==> src/rtl/alu_pkg.sv <==
// alu_pkg: ALU operation codes and FSM states shared by alu_seq and the ALU control unit
package alu_pkg;

    typedef enum logic [3:0] {
        ALU_ADD  = 4'd0,
        ALU_SUB  = 4'd1,
        ALU_SLL  = 4'd2,
        ALU_SLT  = 4'd3,
        ALU_SLTU = 4'd4,
        ALU_XOR  = 4'd5,
        ALU_SRL  = 4'd6,
        ALU_SRA  = 4'd7,
        ALU_OR   = 4'd8,
        ALU_AND  = 4'd9,
        ALU_MUL  = 4'd10
    } alu_type_e;

    typedef enum logic [1:0] {
        ST_IDLE,
        ST_BUSY,
        ST_DONE
    } state_e;

    function automatic logic is_shift(input logic [3:0] op);
        return (op == ALU_SLL) || (op == ALU_SRL) || (op == ALU_SRA);
    endfunction

endpackage

==> src/rtl/alu_seq_if.sv <==
// alu_seq_if: request/response handshake bundle between an ALU requester (master) and alu_seq (slave)
interface alu_seq_if #(
    parameter int DATA_W = 32
) ();

    logic              in_valid;
    logic              in_ready;
    logic [3:0]        ALUType;
    logic [DATA_W-1:0] src1;
    logic [DATA_W-1:0] src2;
    logic              out_valid;
    logic              out_ready;
    logic [DATA_W-1:0] result;
    logic              zero;

    modport master (
        output in_valid, ALUType, src1, src2, out_ready,
        input  in_ready, out_valid, result, zero
    );

    modport slave (
        input  in_valid, ALUType, src1, src2, out_ready,
        output in_ready, out_valid, result, zero
    );

endinterface

==> src/rtl/alu_seq_shift.sv <==
// alu_seq_shift: one iteration of the shift (and, with ALU_SEQ_MUL_EN, shift-add multiply) datapath
module alu_seq_shift
    import alu_pkg::*;
#(
    parameter int DATA_W = 32
) (
    input  logic [3:0]        i_op,
    input  logic [DATA_W-1:0] i_a,
`ifdef ALU_SEQ_MUL_EN
    input  logic [DATA_W-1:0] i_b,
    input  logic [DATA_W-1:0] i_acc,
    output logic [DATA_W-1:0] o_b,
    output logic [DATA_W-1:0] o_acc,
`endif
    output logic [DATA_W-1:0] o_a
);

    // Move the working operand one bit; SRA keeps the sign bit, SLL and MUL shift the multiplicand left
    always_comb begin
        o_a = (i_op == ALU_SRL) ? {1'b0, i_a[DATA_W-1:1]} :
              (i_op == ALU_SRA) ? {i_a[DATA_W-1], i_a[DATA_W-1:1]} :
                                  {i_a[DATA_W-2:0], 1'b0};
`ifdef ALU_SEQ_MUL_EN
        o_b   = {1'b0, i_b[DATA_W-1:1]};
        o_acc = i_b[0] ? i_acc + i_a : i_acc;
`endif
    end

endmodule

==> src/rtl/alu_seq.sv <==
// alu_seq: handshaked ALU; single-cycle logic ops, bit-serial shifts, optional multiply via ALU_SEQ_MUL_EN
module alu_seq
    import alu_pkg::*;
#(
    parameter int DATA_W = 32
) (
    input logic      clk,
    input logic      rst,
    alu_seq_if.slave bus
);

    localparam int SHAMT_W = $clog2(DATA_W);
    localparam int CNT_W   = $clog2(DATA_W + 1);

    state_e            r_state;
    state_e            w_next;
    logic [3:0]        r_op;
    logic [DATA_W-1:0] r_a;
    logic [DATA_W-1:0] r_result;
    logic              r_zero;
    logic [CNT_W-1:0]  r_cnt;
    logic [DATA_W-1:0] w_comb;
    logic [DATA_W-1:0] w_step_a;
    logic [DATA_W-1:0] w_final;
    logic [CNT_W-1:0]  w_cnt_init;
    logic [SHAMT_W-1:0] w_shamt;
    logic              w_accept;
    logic              w_iter;
    logic              w_last;
    logic              w_is_mul;
`ifdef ALU_SEQ_MUL_EN
    logic [DATA_W-1:0] r_b;
    logic [DATA_W-1:0] r_acc;
    logic [DATA_W-1:0] w_step_b;
    logic [DATA_W-1:0] w_step_acc;
`endif

    assign w_shamt = bus.src2[SHAMT_W-1:0];
`ifdef ALU_SEQ_MUL_EN
    assign w_is_mul = bus.ALUType == ALU_MUL;
    assign w_final  = (r_op == ALU_MUL) ? w_step_acc : w_step_a;
`else
    assign w_is_mul = 1'b0;
    assign w_final  = w_step_a;
`endif
    assign w_iter     = w_is_mul || (is_shift(bus.ALUType) && (w_shamt != '0));
    assign w_cnt_init = w_is_mul ? CNT_W'(DATA_W) : CNT_W'(w_shamt);
    assign w_accept   = bus.in_valid && (r_state == ST_IDLE);
    assign w_last     = r_cnt == CNT_W'(1);
    assign bus.result = r_result;
    assign bus.zero   = r_zero;

    alu_seq_shift #(.DATA_W(DATA_W)) u_shift (
        .i_op  (r_op),
        .i_a   (r_a),
`ifdef ALU_SEQ_MUL_EN
        .i_b   (r_b),
        .i_acc (r_acc),
        .o_b   (w_step_b),
        .o_acc (w_step_acc),
`endif
        .o_a   (w_step_a)
    );

    // Single-cycle result; zero-amount shifts pass src1 through, unknown codes give 0
    always_comb begin
        w_comb = '0;
        case (bus.ALUType)
            ALU_ADD:                   w_comb = bus.src1 + bus.src2;
            ALU_SUB:                   w_comb = bus.src1 - bus.src2;
            ALU_SLT:                   w_comb = DATA_W'($signed(bus.src1) < $signed(bus.src2));
            ALU_SLTU:                  w_comb = DATA_W'(bus.src1 < bus.src2);
            ALU_XOR:                   w_comb = bus.src1 ^ bus.src2;
            ALU_OR:                    w_comb = bus.src1 | bus.src2;
            ALU_AND:                   w_comb = bus.src1 & bus.src2;
            ALU_SLL, ALU_SRL, ALU_SRA: w_comb = bus.src1;
            default:                   w_comb = '0;
        endcase
    end

    // Next state and handshake outputs; DONE never bypasses back to accepting in the same cycle
    always_comb begin
        w_next        = r_state;
        bus.in_ready  = r_state == ST_IDLE;
        bus.out_valid = r_state == ST_DONE;
        case (r_state)
            ST_IDLE: w_next = bus.in_valid ? (w_iter ? ST_BUSY : ST_DONE) : ST_IDLE;
            ST_BUSY: w_next = w_last ? ST_DONE : ST_BUSY;
            ST_DONE: w_next = bus.out_ready ? ST_IDLE : ST_DONE;
            default: w_next = ST_IDLE;
        endcase
    end

    // State register
    always_ff @(posedge clk) begin
        if (rst) r_state <= ST_IDLE;
        else     r_state <= w_next;
    end

    // Operand latch on accept, one iteration per BUSY cycle, result captured only on entry to DONE
    always_ff @(posedge clk) begin
        if (rst) begin
            r_op     <= '0;
            r_a      <= '0;
            r_cnt    <= '0;
            r_result <= '0;
            r_zero   <= 1'b0;
`ifdef ALU_SEQ_MUL_EN
            r_b      <= '0;
            r_acc    <= '0;
`endif
        end else if (w_accept) begin
            r_op  <= bus.ALUType;
            r_a   <= bus.src1;
            r_cnt <= w_cnt_init;
`ifdef ALU_SEQ_MUL_EN
            r_b   <= bus.src2;
            r_acc <= '0;
`endif
            if (!w_iter) begin
                r_result <= w_comb;
                r_zero   <= w_comb == '0;
            end
        end else if (r_state == ST_BUSY) begin
            r_a   <= w_step_a;
            r_cnt <= r_cnt - CNT_W'(1);
`ifdef ALU_SEQ_MUL_EN
            r_b   <= w_step_b;
            r_acc <= w_step_acc;
`endif
            if (w_last) begin
                r_result <= w_final;
                r_zero   <= w_final == '0;
            end
        end
    end

endmodule

==> src/flat_wrapper.sv <==
// flat-port wrapper written by rule: the top's interface ports become plain ports
module alu_seq_flat import alu_pkg::*;
#(
    parameter int DATA_W = 32
)
  (clk, rst, bus_in_valid, bus_ALUType, bus_src1, bus_src2, bus_out_ready, bus_in_ready, bus_out_valid, bus_result, bus_zero);
  alu_seq_if #(.DATA_W(DATA_W)) bus_i ();
  input logic clk;
  input logic rst;
  input wire logic [$bits(bus_i.in_valid)-1:0] bus_in_valid;
  input wire logic [$bits(bus_i.ALUType)-1:0] bus_ALUType;
  input wire logic [$bits(bus_i.src1)-1:0] bus_src1;
  input wire logic [$bits(bus_i.src2)-1:0] bus_src2;
  input wire logic [$bits(bus_i.out_ready)-1:0] bus_out_ready;
  output wire logic [$bits(bus_i.in_ready)-1:0] bus_in_ready;
  output wire logic [$bits(bus_i.out_valid)-1:0] bus_out_valid;
  output wire logic [$bits(bus_i.result)-1:0] bus_result;
  output wire logic [$bits(bus_i.zero)-1:0] bus_zero;
  assign bus_i.in_valid = bus_in_valid;
  assign bus_i.ALUType = bus_ALUType;
  assign bus_i.src1 = bus_src1;
  assign bus_i.src2 = bus_src2;
  assign bus_i.out_ready = bus_out_ready;
  assign bus_in_ready = bus_i.in_ready;
  assign bus_out_valid = bus_i.out_valid;
  assign bus_result = bus_i.result;
  assign bus_zero = bus_i.zero;
  alu_seq #(.DATA_W(DATA_W)) u_core (.clk(clk), .rst(rst), .bus(bus_i));
endmodule
==> config.mk <==
export PLATFORM = sky130hd
export DESIGN_NAME = alu_seq_flat
export DESIGN_NICKNAME = d
export VERILOG_FILES = /design/src/rtl/alu_pkg.sv /design/src/rtl/alu_seq_if.sv /design/src/rtl/alu_seq_shift.sv /design/src/rtl/alu_seq.sv /design/src/flat_wrapper.sv
export SDC_FILE = /design/constraint.sdc
export NUM_CORES = 1
export LEC_CHECK = 0
export BUFFER_PORTS_ARGS = -buffer_cell sky130_fd_sc_hd__buf_2
export CAP_MARGIN = 20
export CORE_UTILIZATION = 45
export DETAILED_ROUTE_END_ITERATION = 10
export PLACE_DENSITY_LB_ADDON = 0.3
export SYNTH_ARGS = -nofsm -noshare
export SYNTH_HDL_FRONTEND = slang
export SYNTH_SLANG_ARGS = --single-unit
==> constraint.sdc <==
create_clock -name clk -period 3.7 [get_ports clk]
set_clock_uncertainty 0.2 [all_clocks]
set_input_delay 0.37 -clock clk [delete_from_list [all_inputs] [get_ports clk]]
set_output_delay 0.37 -clock clk [all_outputs]
set_load 0.1 [all_outputs]
==> results.md, run 1 <==
* Outcome: complete, no violations
* Max IR drop VDD at about 0.3 mV
* CP required at approximately 3.8 ns
* H-Tree Depth at 3
* Yosys top cell area share at 0.161
* Initial Util at 0.458
* CP cell instances: buf_2, inv_2, ha_1, or2_2, o2111ai_1, nand4_1, a21oi_1, o21ai_1, a21boi_2, nor2_1, a22oi_1, o21ai_0, or4_1, o41ai_2
* Largest net degree at the start of global routing at between 70 and 80
* Mean Syn Cell Area at 6.93 sq um
* Mapped Area at between 9000 and 10000 sq um
* #FFs+latches synth at a little under 80
* Slowest stage delay, CP at roughly 0.54 ns
* Maxcap violations at 0
* EDFF count, synth at 0
* Overflow after GRT at 0
* Hold Path Depth at 3
* Clock Sinks at 77
* DR vias at ~13000
* Ranking of synthesized cells by area: dfxtp_1, ha_1, a21oi_1
* Syn nets at between 1500 and 2000
* P_leak at ~0.0063 uW
* Clock buffer depth at 2
* Die width at 148 um
* Arr. time, crit path at approximately 3.7 ns
* Multi-input gate area at 7720 sq um
* Power share of the clock group at 0.241
* Reg2Reg Setup Slack at 0.45 ns
* Layout area overhead at 41.7%
* Worst-path clk slew at roughly 0.06 ns
* Setup CP Type: input pin to flip-flop
* Post-DR vias/cell at 6.13
* Number of global-route vias before repair at 11600
* Slowest-stage cell, CP: or4_1
* Routed wire length at 41800 um
* Core area at ~21000 sq um
* Seq pwr share at 0.231
* Wire per inst at 20.5 um
* DRT iter0 DRCs at about 1100
* GPL Wtd Cong at just over 1
* Placement Setup Slack at -0.545 ns
* Setup-failing EPs final at 0
* Num rows at 53
* Commonest non-fill, non-tap cell in the layout: buf_4
* # DRC at 0
* TritonCTS Buffers at 9
* Power density over cell area at around 300 nW/um^2
* Share of layout cells above drive strength 1 at 0.328
* Main flop type after synthesis: dfxtp_1
* Critical Path End Type: flip-flop
* NetSw at 1690 uW
* Worst Hold Endpoint: u_core.r_state[1]
* Pint at ~2400 uW
* Tcrit/Tclk final at 0.994
* Mapped Cells at 1384
* Total Power at slightly above 4000 uW
* Gate power share at 0.527
* Max Slew Vio Count at 0
* Remaining antenna violation count at 0
* Worst hold path class: input pin to flip-flop
* Post-synth ARST share at 0
* CTS tree: done
* Sequential area share after synthesis at 0.161
* Inserted Diodes at 0
* RR Startpoint: u_core.r_op[2]
* CP Launch Type: input pin
* Sw frac at 0.417
* Clock Latency Late Sink at between 0.3 and 0.4 ns
* Global-route wire length before repair at ~63000 um
* Post-synthesis cell type count at 86
* Post-layout min period at 3.68 ns
* DRT Pass-1 Iters at 8
* Die area at about 22000 sq um
* Largest area contributor in the netlist: dfxtp_1
* Fin. Hold Viols at 0
* Global-route usage over all layers at 0.369
* Worst relative slew slack at 0.448
* IO Port Bufs at 106
* TNS Setup at 0 ns
* Initial antenna violation count at 0
* Min setup slack post-route at ~0.024 ns
* Slew @ Worst Pin at roughly 0.83 ns
* Fin nets at roughly 2000
* CTS root buf: clkbuf_16
* Min-delay src: bus_out_ready
* Sequential cell area at 1540 sq um
* FMAX at between 0.2 and 0.3 GHz
* I/O pin count at approximately 110
* Highest net fanout along the worst path at 3
* Worst R2R End: u_core.bus.zero
* R2R depth at 10
* HPWL Detailed at 33300 um
* Chip height at approximately 150 um
* Commonest non-fill, non-tap cells in the layout: buf_4, nor2_1, nand2_1
* Number of fillers in the final layout at 1912
* Hold buffer count at cts at 0
* Warnings from Yosys at 0
==> worst max-delay path: cells and delay by family <==
family                     cells  cell delay [ns]
AOI/OAI and AO/OA              7             1.84
adders and majority gates      1             0.19
buffers and inverters          2             0.15
and+or+nand+nor                4             1.16
==> layout make-up <==
class,instances,area share
multi-input combinational,1108,0.568
timing repair buffer,455,0.237
sequential,77,0.113
inverter,112,0.0311
tap,275,0.0253
clock buffer,10,0.0176
clock inverter,6,0.00691
==> synthesized netlist by cell type, types with 21 or more instances <==
| library cell | number |
|---|---|
| nor3_1 | 29 |
| inv_1 | 112 |
| nor2_1 | 177 |
| a211oi_1 | 23 |
| o21ai_0 | 71 |
| dfxtp_1 | 77 |
| nand2_1 | 139 |
| a221oi_1 | 43 |
| nand3_1 | 30 |
| mux2i_1 | 24 |
| clkbuf_1 | 60 |
| o211ai_1 | 28 |
| ha_1 | 105 |
| a21oi_1 | 145 |
| a22oi_1 | 21 |
==> layer usage <==
layer	global-route usage	wire [um]
met1	0.453	16800
met2	0.636	19800
met3	0.0466	2940
met4	0.176	2280
met5	0	0
==> worst max path at each step <==
stage | to | cells past startpoint | slack (ns) | start
3_3_place_gp | u_core.bus.zero | 15 | -0.48 | bus_src1[2]
4_1_cts | u_core.bus.zero | 15 | -0.02 | bus_src1[0]
5_1_grt | u_core.bus.zero | 13 | -0.06 | bus_src2[3]
3_5_place_dp | u_core.bus.zero | 14 | -0.54 | bus_src2[5]
6_report | u_core.bus.zero | 14 | 0.02 | bus_src2[1]
2_1_floorplan | u_core.bus.zero | 13 | 0.04 | bus_src2[0]
==> power groups by stage <==
stage	logic (uW)	registers, uW	clock network [uW]
2_1_floorplan	938	1140	0
3_5_place_dp	1980	955	0
5_1_grt	2280	946	1020
4_1_cts	2010	937	984
3_3_place_gp	1960	953	0
6_report	2140	940	980
==> metrics by stage <==
stage               area [sq um]  hold slack [ns]  cells  utilization
floorplan                   9600            0.236   1384            -
global placement           12700            0.238   2019        0.608
detailed placement         12700            0.240   2019        0.608
CTS                        13200            0.110   2036        0.628
global route               13600            0.115   2043        0.648
finish                     13600            0.112   2043        0.648
==> cell families after synthesis <==
logic type / share of synthesized area
AO/OA/AOI/OAI: 0.349
XOR/XNOR: 0.0100
adder cells (fa/ha/maj): 0.141
buffers and inverters: 0.0810
flip-flops: 0.161
multiplexers: 0.0251
AND/OR/NAND/NOR: 0.233
==> sequential cells by signal (all words and copies together), names as in the netlist <==
register	cells
u_core.bus.result	32
u_core.bus.zero	1
u_core.r_a	32
u_core.r_cnt	6
u_core.r_op	4
u_core.r_state	2
==> what timing repair did <==
item                                    4_1_cts  5_1_grt
gates resized for setup                      24       75
pin swaps                                     2       32
endpoints found under the setup margin        2        4
buffers inserted                              1        8
(Power assumes the default switching activity.)
==> run 2, diff against run 1 <==
--- a/config.mk
+++ b/config.mk
@@ -9,7 +9,7 @@
 export CAP_MARGIN = 20
 export CORE_UTILIZATION = 45
 export DETAILED_ROUTE_END_ITERATION = 10
-export PLACE_DENSITY_LB_ADDON = 0.3
+export PLACE_DENSITY = 0.67
 export SYNTH_ARGS = -nofsm -noshare
 export SYNTH_HDL_FRONTEND = slang
 export SYNTH_SLANG_ARGS = --single-unit
==> run 2 against run 1 <==
Against the previous run:
- the run now ends with negative setup slack left
- clock-buffer cell count is 1 higher
- clock power decreased by 3.7%
- die area unchanged
- final area is 2.0% lower
- worst hold slack got worse by 0.021 ns
- final cell count fell by 0.15%
- register-to-register slack worse by 0.06 ns
- flip-flop and latch count unchanged
- sequential share of layout area increased by 0.23 points
- wire length fell by 3.1%
- power fell by 2.2%
- sequential power is essentially flat
- critical path type unchanged
- largest power group unchanged
==> results.md, run 2 (synthesized netlist as in run 1, its figures left out) <==
* Worst relative slew slack at 0.454 (+0.00591)
* CTS root buf: clkbuf_16
* Global-route wire length before repair at 63300 um (+0.28%)
* Chip height at 148 um (unchanged)
* FMAX at 0.263 GHz (-3.5%)
* Largest net degree at the start of global routing at 78 (-1.3%)
* H-Tree Depth at 3 (unchanged)
* Placed insts at 2017 (-0.099%)
* I/O pin count at 107 (unchanged)
* Failing checks: negative setup slack
* Arr. time, crit path at 3.85 ns (+0.12 ns)
* Clock Sinks at 77 (unchanged)
* Fin nets at 1939 (-0.15%)
* Slew @ Worst Pin at 0.819 ns (-0.00887 ns)
* CP required at 3.74 ns (about the same)
* Initial antenna violation count at 0 (unchanged)
* Max Slew Vio Count at 0 (unchanged)
* HPWL Detailed at 32300 um (-3.1%)
* DRT iter0 DRCs at 1120 (+2.0%)
* Setup-failing EPs final at 1 (+1)
* DR vias at 12300 (-1.7%)
* Slowest stage delay, CP at 0.48 ns (-0.06 ns)
* Power share of the clock group at 0.238 (-0.003)
* IO Port Bufs at 106 (unchanged)
* Commonest non-fill, non-tap cell in the layout: buf_4
* Highest net fanout along the worst path at 6 (+3)
* Layout area overhead at 38.9%
* Clock buffer depth at 2 (unchanged)
* CP cell instances: buf_2, inv_1, ha_1, buf_12, a21oi_1, o21ai_1, o31ai_1, buf_4, o211ai_1, a41oi_2, o21ai_0, a21o_1, o221ai_2, or2b_1, or4_4, o41ai_2
* Reg2Reg Setup Slack at 0.39 ns (-0.06 ns)
* Number of global-route vias before repair at 11800 (+1.9%)
* GPL Wtd Cong at 1.02 (+0.79%)
* Share of layout cells above drive strength 1 at 0.310 (-0.0176)
* Routed wire length at 40500 um (-3.1%)
* Tcrit/Tclk final at 1.03 (+0.0359)
* Fin Hold WS at 0.0907 ns (-0.0209 ns)
* Wire per inst at 19.9 um (-3.0%)
* Gate power share at 0.526 (about the same)
* Hold Path Depth at 2 (-1)
* R2R depth at 9 (-1)
* Core area at 21000 sq um (unchanged)
* Worst-path clk slew at 0.06 ns (about the same)
* Seq pwr share at 0.237 (+0.006)
* Overflow after GRT at 0 (unchanged)
* Clock Latency Late Sink at 0.34 ns (about the same)
* Post-layout min period at 3.81 ns (+0.133 ns)
* TritonCTS Buffers at 9 (unchanged)
* DRT Pass-1 Iters at 7 (-1)
* CTS tree: done
* Min setup slack post-route at -0.109 ns (-0.133 ns)
* Non-Filler Instances at 2040 (-0.15%)
* Max IR drop VDD at 0.236 mV (-22%)
* Power density over cell area at 298 nW/um^2 (-0.23%)
* Critical Path End Type: flip-flop
* RSZ-0062 raised after global routing: yes
* Crit path buffers/inverters at 4 (+2)
* P_leak at 0.00627 uW (-0.57%)
* NetSw at 1650 uW (-2.8%)
* Die area at 21900 sq um (unchanged)
* Initial Util at 0.458 (unchanged)
* Num rows at 53 (unchanged)
* Fin. Hold Viols at 0 (unchanged)
* Commonest non-fill, non-tap cells in the layout: buf_4, nor2_1, a21oi_1
* Finished Core Util at 0.636 (-0.0127)
* Cell depth of the worst setup path at 16 (+2)
* Pint at 2330 uW (-1.7%)
* Post-DR vias/cell at 6.03 (-1.6%)
* Remaining antenna violation count at 0 (unchanged)
* # DRC at 0 (unchanged)
* Worst hold path class: input pin to flip-flop
* CP Launch Type: input pin
* Global-route usage over all layers at 0.368 (-0.00159)
* Outcome: complete, but fails checks
* Total Power at 3970 uW (-2.2%)
* Maxcap violations at 0 (unchanged)
* Slowest-stage cell, CP: or4_4
* Setup CP Type: input pin to flip-flop
* Critical path's top delay family: compound AO/OA/AOI/OAI gates
* Sw frac at 0.415 (-0.00262)
* Inserted Diodes at 0 (unchanged)
* Die width at 148 um (unchanged)
==> run 2: cell count changes in the layout (fill, tap and decap cells not counted), sizes merged <==
cell      delta
buf          -3
clkinv       -2
clkbuf       +1
clkinvlp     +1
==> run 2: power by group through the flow <==
| stage | logic, uW | registers [uW] | clock network (uW) |
|---|---|---|---|
| 5_1_grt | 2230 | 946 | 983 |
| 3_3_place_gp | 1960 | 954 | 0 |
| 4_1_cts | 2020 | 938 | 950 |
| 6_report | 2090 | 940 | 944 |
| 2_1_floorplan | 938 | 1140 | 0 |
| 3_5_place_dp | 1970 | 955 | 0 |
==> run 2: per-stage QoR <==
step	setup TNS (ns)	area [sq um]	worst slack, ns
floorplan	0	9600	0.0411
global placement	-2.08	12700	-0.632
detailed placement	-2.34	12700	-0.652
CTS	0	13200	0.00915
global route	-0.168	13300	-0.168
finish	-0.109	13300	-0.109
==> run 2: final timing paths <==
kind,from,endpoint
worst max-delay path,bus_src2[8],u_core.bus.zero
worst min register to register,u_core.bus.result[22],u_core.bus.result[22]
worst min-delay path,rst,u_core.r_a[22]
worst max register to register,u_core.r_op[2],u_core.bus.zero
==> run 2: timing repair <==
action,4_1_cts,5_1_grt
gates resized for setup,30,29
buffers inserted,3,4
hold buffers,0,0
endpoints found under the setup margin,2,5
pin swaps,14,9
==> run 2: final cells by class <==
type	instances	area [sq um]
fill	1981	7630
multi-input combinational	1108	7520
tap	275	344
inverter	112	420
clock buffer	11	233
timing repair buffer	452	3180
clock inverter	5	83.8
sequential	77	1540
==> run 2: worst reg2reg max path, delay by kind of cell (launching register included) <==
family,cells,cell delay (ns)
AND/OR/NAND/NOR,6,2.04
AO/OA/AOI/OAI,2,0.14
flip-flops,1,0.33
multiplexers,1,0.53
==> run 2: per-layer routing <==
layer | vias to the layer above | share of wire | wire (um) | GRT usage
li1 | 5813 | - | - | -
met1 | 5764 | 0.40 | 16400 | 0.460
met2 | 588 | 0.46 | 18800 | 0.611
met3 | 142 | 0.078 | 3170 | 0.0574
met4 | 0 | 0.055 | 2210 | 0.184
met5 | - | 0 | 0 | 0
